[src/rtl/sevenseg_scan_capture.sv]
// Receive-side capture for a multiplexed seven-segment display bus.
// Synchronizes the segment/digit pins, qualifies each digit once it has been
// stable for STABLE_CYCLES samples, decodes the pattern to a hex nibble and
// assembles one frame per full scan, handed out over valid/ready.
module sevenseg_scan_capture #(
    parameter int NUM_DIGITS    = 4,
    parameter int STABLE_CYCLES = 16
) (
    input  logic                    clk12,
    input  logic                    sys_rst_n,
    input  logic [6:0]              seg_in,
    input  logic [NUM_DIGITS-1:0]   en_in,
    output logic [4*NUM_DIGITS-1:0] digits_out,
    output logic [NUM_DIGITS-1:0]   blank_out,
    output logic [NUM_DIGITS-1:0]   invalid_out,
    output logic                    frame_valid,
    input  logic                    frame_ready,
    output logic                    overrun
);

    localparam int IW = (NUM_DIGITS > 1) ? $clog2(NUM_DIGITS) : 1;

    typedef enum logic [1:0] {WAIT, SETTLE, HELD} state_t;

    // {invalid, blank, nibble} for a gfedcba pattern
    function automatic logic [5:0] decode(input logic [6:0] p);
        case (p)
            7'h3F: decode = 6'h00;  7'h06: decode = 6'h01;
            7'h5B: decode = 6'h02;  7'h4F: decode = 6'h03;
            7'h66: decode = 6'h04;  7'h6D: decode = 6'h05;
            7'h7D: decode = 6'h06;  7'h07: decode = 6'h07;
            7'h7F: decode = 6'h08;  7'h6F: decode = 6'h09;
            7'h77: decode = 6'h0A;  7'h7C: decode = 6'h0B;
            7'h39: decode = 6'h0C;  7'h5E: decode = 6'h0D;
            7'h79: decode = 6'h0E;  7'h71: decode = 6'h0F;
            7'h00: decode = 6'h10;
            default: decode = 6'h20;
        endcase
    endfunction

    logic [6:0]            seg_m, seg_s;
    logic [NUM_DIGITS-1:0] en_m, en_s;

    state_t                state_q, state_d;
    logic [7:0]            cnt_q, cnt_d;
    logic [6:0]            ref_seg_q, ref_seg_d;
    logic [NUM_DIGITS-1:0] ref_en_q, ref_en_d;
    logic                  capture;
    logic                  one_hot, same;

    logic [NUM_DIGITS-1:0][3:0] slot_q, slot_d;
    logic [NUM_DIGITS-1:0]      blank_q, blank_d, inval_q, inval_d;
    logic [NUM_DIGITS-1:0]      seen_q, seen_d;
    logic [IW-1:0]              cap_idx;
    logic [5:0]                 dec;
    logic                       frame_done, load, drop;

    // two-flop synchronizers on every pin
    always_ff @(posedge clk12 or negedge sys_rst_n) begin
        if (!sys_rst_n) begin
            seg_m <= '0;
            seg_s <= '0;
            en_m  <= '0;
            en_s  <= '0;
        end else begin
            seg_m <= seg_in;
            seg_s <= seg_m;
            en_m  <= en_in;
            en_s  <= en_m;
        end
    end

    assign one_hot = (en_s != '0) && ((en_s & (en_s - NUM_DIGITS'(1))) == '0);
    assign same    = (seg_s == ref_seg_q) && (en_s == ref_en_q);

    // qualifier state register with stability counter and reference value
    always_ff @(posedge clk12 or negedge sys_rst_n) begin
        if (!sys_rst_n) begin
            state_q   <= WAIT;
            cnt_q     <= '0;
            ref_seg_q <= '0;
            ref_en_q  <= '0;
        end else begin
            state_q   <= state_d;
            cnt_q     <= cnt_d;
            ref_seg_q <= ref_seg_d;
            ref_en_q  <= ref_en_d;
        end
    end

    // qualifier next state: any non-one-hot enable aborts, a change re-arms
    always_comb begin
        state_d   = state_q;
        cnt_d     = cnt_q;
        ref_seg_d = ref_seg_q;
        ref_en_d  = ref_en_q;
        capture   = 1'b0;
        if (!one_hot) begin
            state_d = WAIT;
            cnt_d   = '0;
        end else begin
            case (state_q)
                WAIT: begin
                    state_d   = SETTLE;
                    cnt_d     = 8'd1;
                    ref_seg_d = seg_s;
                    ref_en_d  = en_s;
                end
                SETTLE: begin
                    if (!same) begin
                        cnt_d     = 8'd1;
                        ref_seg_d = seg_s;
                        ref_en_d  = en_s;
                    end else if (cnt_q == 8'(STABLE_CYCLES)) begin
                        capture = 1'b1;
                        state_d = HELD;
                    end else if (cnt_q != 8'hFF) begin
                        cnt_d = cnt_q + 8'd1;
                    end
                end
                HELD: begin
                    if (!same) begin
                        state_d   = SETTLE;
                        cnt_d     = 8'd1;
                        ref_seg_d = seg_s;
                        ref_en_d  = en_s;
                    end
                end
                default: state_d = WAIT;
            endcase
        end
    end

    assign dec = decode(ref_seg_q);

    // slot index of the qualified digit
    always_comb begin
        cap_idx = '0;
        for (int i = 0; i < NUM_DIGITS; i++)
            if (ref_en_q[i]) cap_idx = IW'(i);
    end

    // frame assembly: apply this cycle's capture, then decide load or drop
    always_comb begin
        slot_d  = slot_q;
        blank_d = blank_q;
        inval_d = inval_q;
        seen_d  = seen_q;
        if (capture) begin
            slot_d[cap_idx]  = dec[3:0];
            blank_d[cap_idx] = dec[4];
            inval_d[cap_idx] = dec[5];
            seen_d[cap_idx]  = 1'b1;
        end
    end

    assign frame_done = capture && (&seen_d);
    assign load       = frame_done && (!frame_valid || frame_ready);
    assign drop       = frame_done && frame_valid && !frame_ready;

    // slot storage and output frame register with valid/ready hold
    always_ff @(posedge clk12 or negedge sys_rst_n) begin
        if (!sys_rst_n) begin
            slot_q      <= '0;
            blank_q     <= '0;
            inval_q     <= '0;
            seen_q      <= '0;
            digits_out  <= '0;
            blank_out   <= '0;
            invalid_out <= '0;
            frame_valid <= 1'b0;
            overrun     <= 1'b0;
        end else begin
            slot_q  <= slot_d;
            blank_q <= blank_d;
            inval_q <= inval_d;
            seen_q  <= frame_done ? '0 : seen_d;
            if (load) begin
                digits_out  <= slot_d;
                blank_out   <= blank_d;
                invalid_out <= inval_d;
            end
            frame_valid <= load | (frame_valid & ~frame_ready);
            overrun     <= drop;
        end
    end

endmodule
[config.mk]
export PLATFORM = sky130hd
export DESIGN_NAME = sevenseg_scan_capture
export DESIGN_NICKNAME = d
export VERILOG_FILES = /design/src/rtl/sevenseg_scan_capture.sv
export SDC_FILE = /design/constraint.sdc
export NUM_CORES = 1
export LEC_CHECK = 0
export ABC_AREA = 1
export ABC_CLOCK_PERIOD_IN_PS = 2600
export CORE_MARGIN = 2
export CORE_UTILIZATION = 41
export CTS_CLUSTER_SIZE = 8
export DETAILED_ROUTE_END_ITERATION = 8
export GPL_ROUTABILITY_DRIVEN = 0
export SYNTH_ARGS = -nofsm -noshare
export SYNTH_HDL_FRONTEND = slang
export SYNTH_SLANG_ARGS = --single-unit
[constraint.sdc]
create_clock -name clk12 -period 2.6 [get_ports clk12]
set_input_delay 0.78 -clock clk12 [delete_from_list [all_inputs] [get_ports clk12]]
set_output_delay 0.78 -clock clk12 [all_outputs]
set_load 0.005 [all_outputs]
# After elaboration in Yosys (flattened, before gate mapping)

Cells that the tools add are included.

Register bits: 97
Latch bits: 0
RAM bits: 0
Bits in read-only memories: 0
Bits of input ports: 14
Word-level logic and storage cells: 113
Memories: 0

$add $sub $neg: 2
Multipliers: 0
Div/mod/pow operators: 0
Magnitude comparators: 2
Equal/unequal tests: 29
Shift-type cells: 0
Muxes and demuxes: 35
Bitwise gates (word level): 5
Reductions and logical operators: 20

Operator list:

| operator              | count |
|---|---|
| $pmux W6 S17          | 1 |
| $eq A7 B7 Y1 const B  | 12 |
| $mux W8               | 5 |
| $mux W4               | 6 |
| $pmux W8 S3           | 1 |
| $bwmux W16            | 1 |
| $mux W16              | 1 |
| $eq A7 B3 Y1 const B  | 2 |
| $eq A7 B6 Y1 const B  | 2 |
| $pmux W7 S2           | 1 |
| $mux W2               | 6 |
| $ne A3 B3 Y1 const B  | 3 |
| $add A8 B1 Y8 const B | 1 |
| $bwmux W4             | 2 |
| $demux W4 S2          | 1 |
| $eq A8 B5 Y1 const B  | 1 |
| $ne A4 B4 Y1 const B  | 2 |
| $ne A8 B8 Y1 const B  | 1 |
| $pmux W4 S2           | 1 |
| $reduce_and A4 Y1     | 2 |
| $eq A7 B7 Y1          | 1 |
| $logic_and A1 B1 Y1   | 7 |
| $logic_not A7 Y1      | 1 |
| $mux W7               | 1 |
| other kinds (24)      | 31 |

# Logic depth before layout (Yosys ltp)

Word-level depth: 13
Depth in mapped cells: 16
Gate-level depth less buffers: 15

# Least setup slack after synthesis

Ideal clock, no wire load.

Path kind: register -> register
From: register state_q[1]
To: register blank_out[1]
Data arrival time: 1.867 ns
Setup slack: 0.616 ns
Stages on the path, launching flop included: 13
Period minus slack after synthesis: 1.984 ns
Cell sequence: dfrtp_1 inv_1 ha_1 inv_1 nor2_2 nand4_1 nand2_1 nand2_1 nor2_2 nand3_2 buf_6 nand2_1 nand2_1

Word-level cells in the longest chain between the ends: 7

RTL lines:

| what                   | line | text |
|---|---|---|
| start, declared        | 44   | `state_t state_q, state_d;` |
| start signal, assigned | 84   | `state_q <= state_d;` |
| $eq A2 B1 Y1 *         | 102  | `case (state_q)` |
| $mux W1 *              | 102  |  |
| $mux W1 *              | 98   | `if (!one_hot) begin` |
| $mux W4                | 149  | `if (capture) begin` |
| $reduce_and A4 Y1      | 157  | `assign frame_done = capture && (&seen_d);` |
| $logic_and A1 B1 Y1    | 157  |  |
| $logic_and A1 B1 Y1    | 158  | `assign load = frame_done && (!frame_valid \|\| frame_ready);` |
| end signal, assigned   | 180  | `blank_out <= blank_d;` |
| end, declared          | 14   | `output logic [NUM_DIGITS-1:0] blank_out,` |

Mark *: on every way between the ends. The rest lies on a longest branch, timed or not.
A chain may end at the register's enable or synchronous reset.

# Worst setup path after layout

From: register state_q[1]
To: register invalid_out[3]

Word-level cells in the longest chain between the ends: 7

RTL lines:

| what                 | line | text |
|---|---|---|
| $eq A2 B1 Y1 *       | 102  |  |
| $mux W1 *            | 102  |  |
| $mux W1 *            | 98   |  |
| $mux W4              | 149  |  |
| $reduce_and A4 Y1    | 157  |  |
| $logic_and A1 B1 Y1  | 157  |  |
| $logic_and A1 B1 Y1  | 158  |  |
| end signal, assigned | 181  | `invalid_out <= inval_d;` |
| end, declared        | 15   | `output logic [NUM_DIGITS-1:0] invalid_out,` |

Marks and branches as above.

==> summary.txt <==
STA
  – RSZ-0062 raised after global routing: no
  – Measured slew at the worst slew-check pin: between 500 and 600 ps
  – # setup viols final: 0
  – Final worst path period need: approximately 2300 ps
  – Post-route setup slack: approximately 340 ps
  – Slew HR: between 60% and 70%
  – Final Max Tran Viols: 0
  – Hold slack: 354 ps
  – Fmax: 442 MHz
  – Final clock skew: 12.3 ps
  – Hold Fails Final Rpt: 0
  – Tcrit/Tclk final: between 80 and 90%
  – Setup TNS: 0 ps

Drt
  – DRT antenna net count: 0
  – Wirelength per Cell: between 10 and 15 um
  – Initial drt markers: 145
  – DRC: 0
  – Drt pass-1 iters: 5
  – DR vias/cell: between 4 and 5
  – Via count: about 3200
  – WL final: between 8000 and 9000 um

Power and ir drop
  – Power Internal: between 0.002 and 0.0025 W
  – Worst VDD drop: 0.000418 V
  – PwrDens: ~650 nW/um^2
  – Pwr Total: between 0.003 and 0.004 W
  – Sw Ratio: between 30% and 40%
  – LEAKAGE: about 2.5 nW
  – Clock Power Share: ~28%
  – Comb power frac: 19.6%
  – P_sw: about 0.0011 W
  – Seq pwr share: 52.7%

Yosys
  – Ys async rst share: between 90% and 100%
  – Synthesis Warnings: 0
  – Number of synthesized register bits: 97
  – Synth cell types: 33
  – Seq/Total Area, Yosys: 56.0%
  – Cells after synthesis: just under 500
  – Syn_nets: 516
  – Syn avg cell area: 8.74 sq um
  – Ys flop type: dfrtp_1
  – Area of the mapped netlist: around 4300 sq um
  – Number of synthesized flops with an enable pin: 0

Clock network
  – H-tree levels: 3
  – Worst-path clk slew: approximately 100 ps
  – Postcts setup bufs: 0
  – Later-pin clock latency in the skew report: roughly 370 ps
  – CTS buffer count: 9
  – Clock root buffer: clkbuf_8
  – Clk buf depth: 2
  – CTS tree: built
  – Clock sink total: 97

Critical path
  – Worst EP required: 2920 ps
  – CP peak stage delay: 410 ps
  – Slowest CP cell: dfrtp_1
  – Startpoint type of the worst setup path: flip-flop
  – CP max FO: 14
  – Worst setup EP type: flip-flop
  – Worst Path Arrival: about 2600 ps
  – Crit path cell chain: inv_1 -> ha_1 -> inv_1 -> nor2_4 -> nand4_1 -> nand2_1 -> nand3_4 -> nor2_4 -> nand3_1 -> nand2_1
  – Setup CP Type: reg2reg

Floorplan
  – Chip Height: around 110 um
  – Full die area: 11400 sq um
  – Starting Density: a little over two fifths
  – Core Rows: 37
  – Ports: 40
  – Chip width: between 100 and 150 um
  – CORE AREA: 10300 sq um

Final layout
  – Area growth from synthesis to layout: 17.2%
  – Fin area: 5080 sq um
  – Share of cells above drive strength 1: roughly 7.8%
  – ANT cells: 0
  – # fillers: roughly 1000
  – Final #Nets: ~560

Placed design
  – Post-DP Area: 4880 sq um
  – Worst slack, placed: between 200 and 250 ps
  – Detailed placer's ending HPWL: roughly 5700 um
  – Port Buffers: 39

Global route
  – GRT overflow: 0
  – First-pass GRT wire length: 14700 um
  – Largest net degree at the start of global routing: between 90 and 100
  – Tot GR Track Use: 16.1%
  – Vias in the first global route: ~3100
  – Initial antenna violation count: 0

Hold path
  – Worst hold path type: reg2reg

Outcome
  – Status: finished, final reports clean

Run
  – Max Cap Violations: 0
-- area by class of cell --
class	count	area, sq um	share of cell area [%]
clock buffers	12	145	2.86
clock inverters	4	36.3	0.715
inverters	50	188	3.70
multi-input cells	338	1650	32.5
flip-flops and latches	97	2430	47.8
well taps	136	170	3.35
repair buffers	47	460	9.07
-- logic make-up (layout without fill, tap and decap cells) --
logic type	after synthesis	after routing	synth area share [%]
buffers and inverters	62	113	6.29
adder cells (fa/ha/maj)	6	6	1.73
multiplexers	2	2	0.520
flip-flops	97	97	56.0
AND/OR/NAND/NOR	273	274	27.3
XOR/XNOR	12	12	2.43
AO/OA/AOI/OAI	44	44	5.66
-- routing by layer --
layer  global-route usage, %  vias up  wire length, um
met5                       0        -                0
met4                    6.31        0              130
met3                    3.28       12              254
met2                    25.5       53             3810
met1                    21.9     1512             3980
li1                        -     1669                -
-- power groups by stage --
stage	combinational, W	clock, W	sequential, W
6_report	0.000651	0.000921	0.00175
5_1_grt	0.000767	0.00102	0.00178
4_1_cts	0.000657	0.000951	0.00175
3_5_place_dp	0.000652	0	0.00178
3_3_place_gp	0.000647	0	0.00178
2_1_floorplan	0.000480	0	0.00175
-- cells in the final DEF (no fill, tap or decap) --
cell / netlist / routed
nand2_1: 168 / 168
dfrtp_1: 97 / 97
nand3_1: 45 / 45
inv_1: 43 / 43
clkdlybuf4s50_1: 0 / 38
nor2_1: 35 / 35
o21ai_0: 23 / 23
xor2_1: 10 / 10
clkbuf_8: 0 / 10
a21oi_1: 8 / 8
buf_4: 1 / 8
o21ai_1: 7 / 7
nor3_1: 7 / 7
inv_2: 6 / 6
nand4_1: 6 / 6
ha_1: 6 / 6
nor2_4: 1 / 3
xnor2_1: 2 / 2
nand3_4: 2 / 2
nor2_2: 3 / 2
o31ai_1: 2 / 2
o211ai_1: 2 / 2
mux2_2: 2 / 2
clkbuf_1: 2 / 2
nor3_2: 1 / 1
nand2_2: 1 / 1
a21oi_4: 1 / 1
nor2_8: 1 / 1
nor3b_1: 1 / 1
clkinv_1: 1 / 1
o2bb2ai_1: 1 / 1
nor4_1: 1 / 1
nand3_2: 1 / 1
clkinv_4: 0 / 1
inv_8: 0 / 1
inv_6: 0 / 1
clkinvlp_4: 0 / 1
buf_12: 0 / 1
-- sequential cells by signal, indices dropped and copies added (netlist names), 7 cells and up --
name,cells
digits_out,16
seg_m,7
cnt_q,8
seg_s,7
slot_q,16
ref_seg_q,7
-- per-stage QoR --
stage               std cells  utilization (%)
floorplan                 496                -
global placement          667             47.5
detailed placement        667             47.5
CTS                       683             49.2
global route              684             49.4
finish                    684             49.4
-- worst paths after layout --
check                           cells after the start  slack, ps                          to                    from
worst max-delay path                               10        340  invalid_out[3]$_DFFE_PN0P_  state_q[1]$_DFFE_PN0P_
worst min register to register                      0        350          seg_s[5]$_DFF_PN0_      seg_m[5]$_DFF_PN0_
min in group asynchronous                           2        410           en_m[0]$_DFF_PN0_               sys_rst_n
worst max register to register                     10        340  invalid_out[3]$_DFFE_PN0P_  state_q[1]$_DFFE_PN0P_
max in group asynchronous                           2       1740  invalid_out[1]$_DFFE_PN0P_               sys_rst_n
worst min-delay path                                0        350          seg_s[5]$_DFF_PN0_      seg_m[5]$_DFF_PN0_
-- critical path, delay by kind of cell (launching register included) --
kind                       cells  cell delay (ps)
and+or+nand+nor                7             1210
DFF                            1              410
adders and majority gates      1              300
buffers and inverters          2              280
-- repair_timing --
item	4_1_cts	5_1_grt
resized for setup	0	1
hold buffers	0	0
setup endpoints to repair	0	17
-- synth_stat cells, types with 3 or more instances --
cell     count  share of area (%)
o21ai_0     23                2.7
dfrtp_1     97                 56
nand3_1     45                5.2
buf_2        5               0.58
nand4_1      6               0.87
buf_6        4                1.0
nor2_1      35                3.0
a21oi_1      8               0.92
nand2_1    168                 15
o21ai_1      7               0.81
nor3_1       7               0.81
inv_1       43                3.7
ha_1         6                1.7
inv_2        6               0.52
xor2_1      10                2.0
nor2_2       3               0.43
Note: power is estimated with default switching activity, not from simulation.
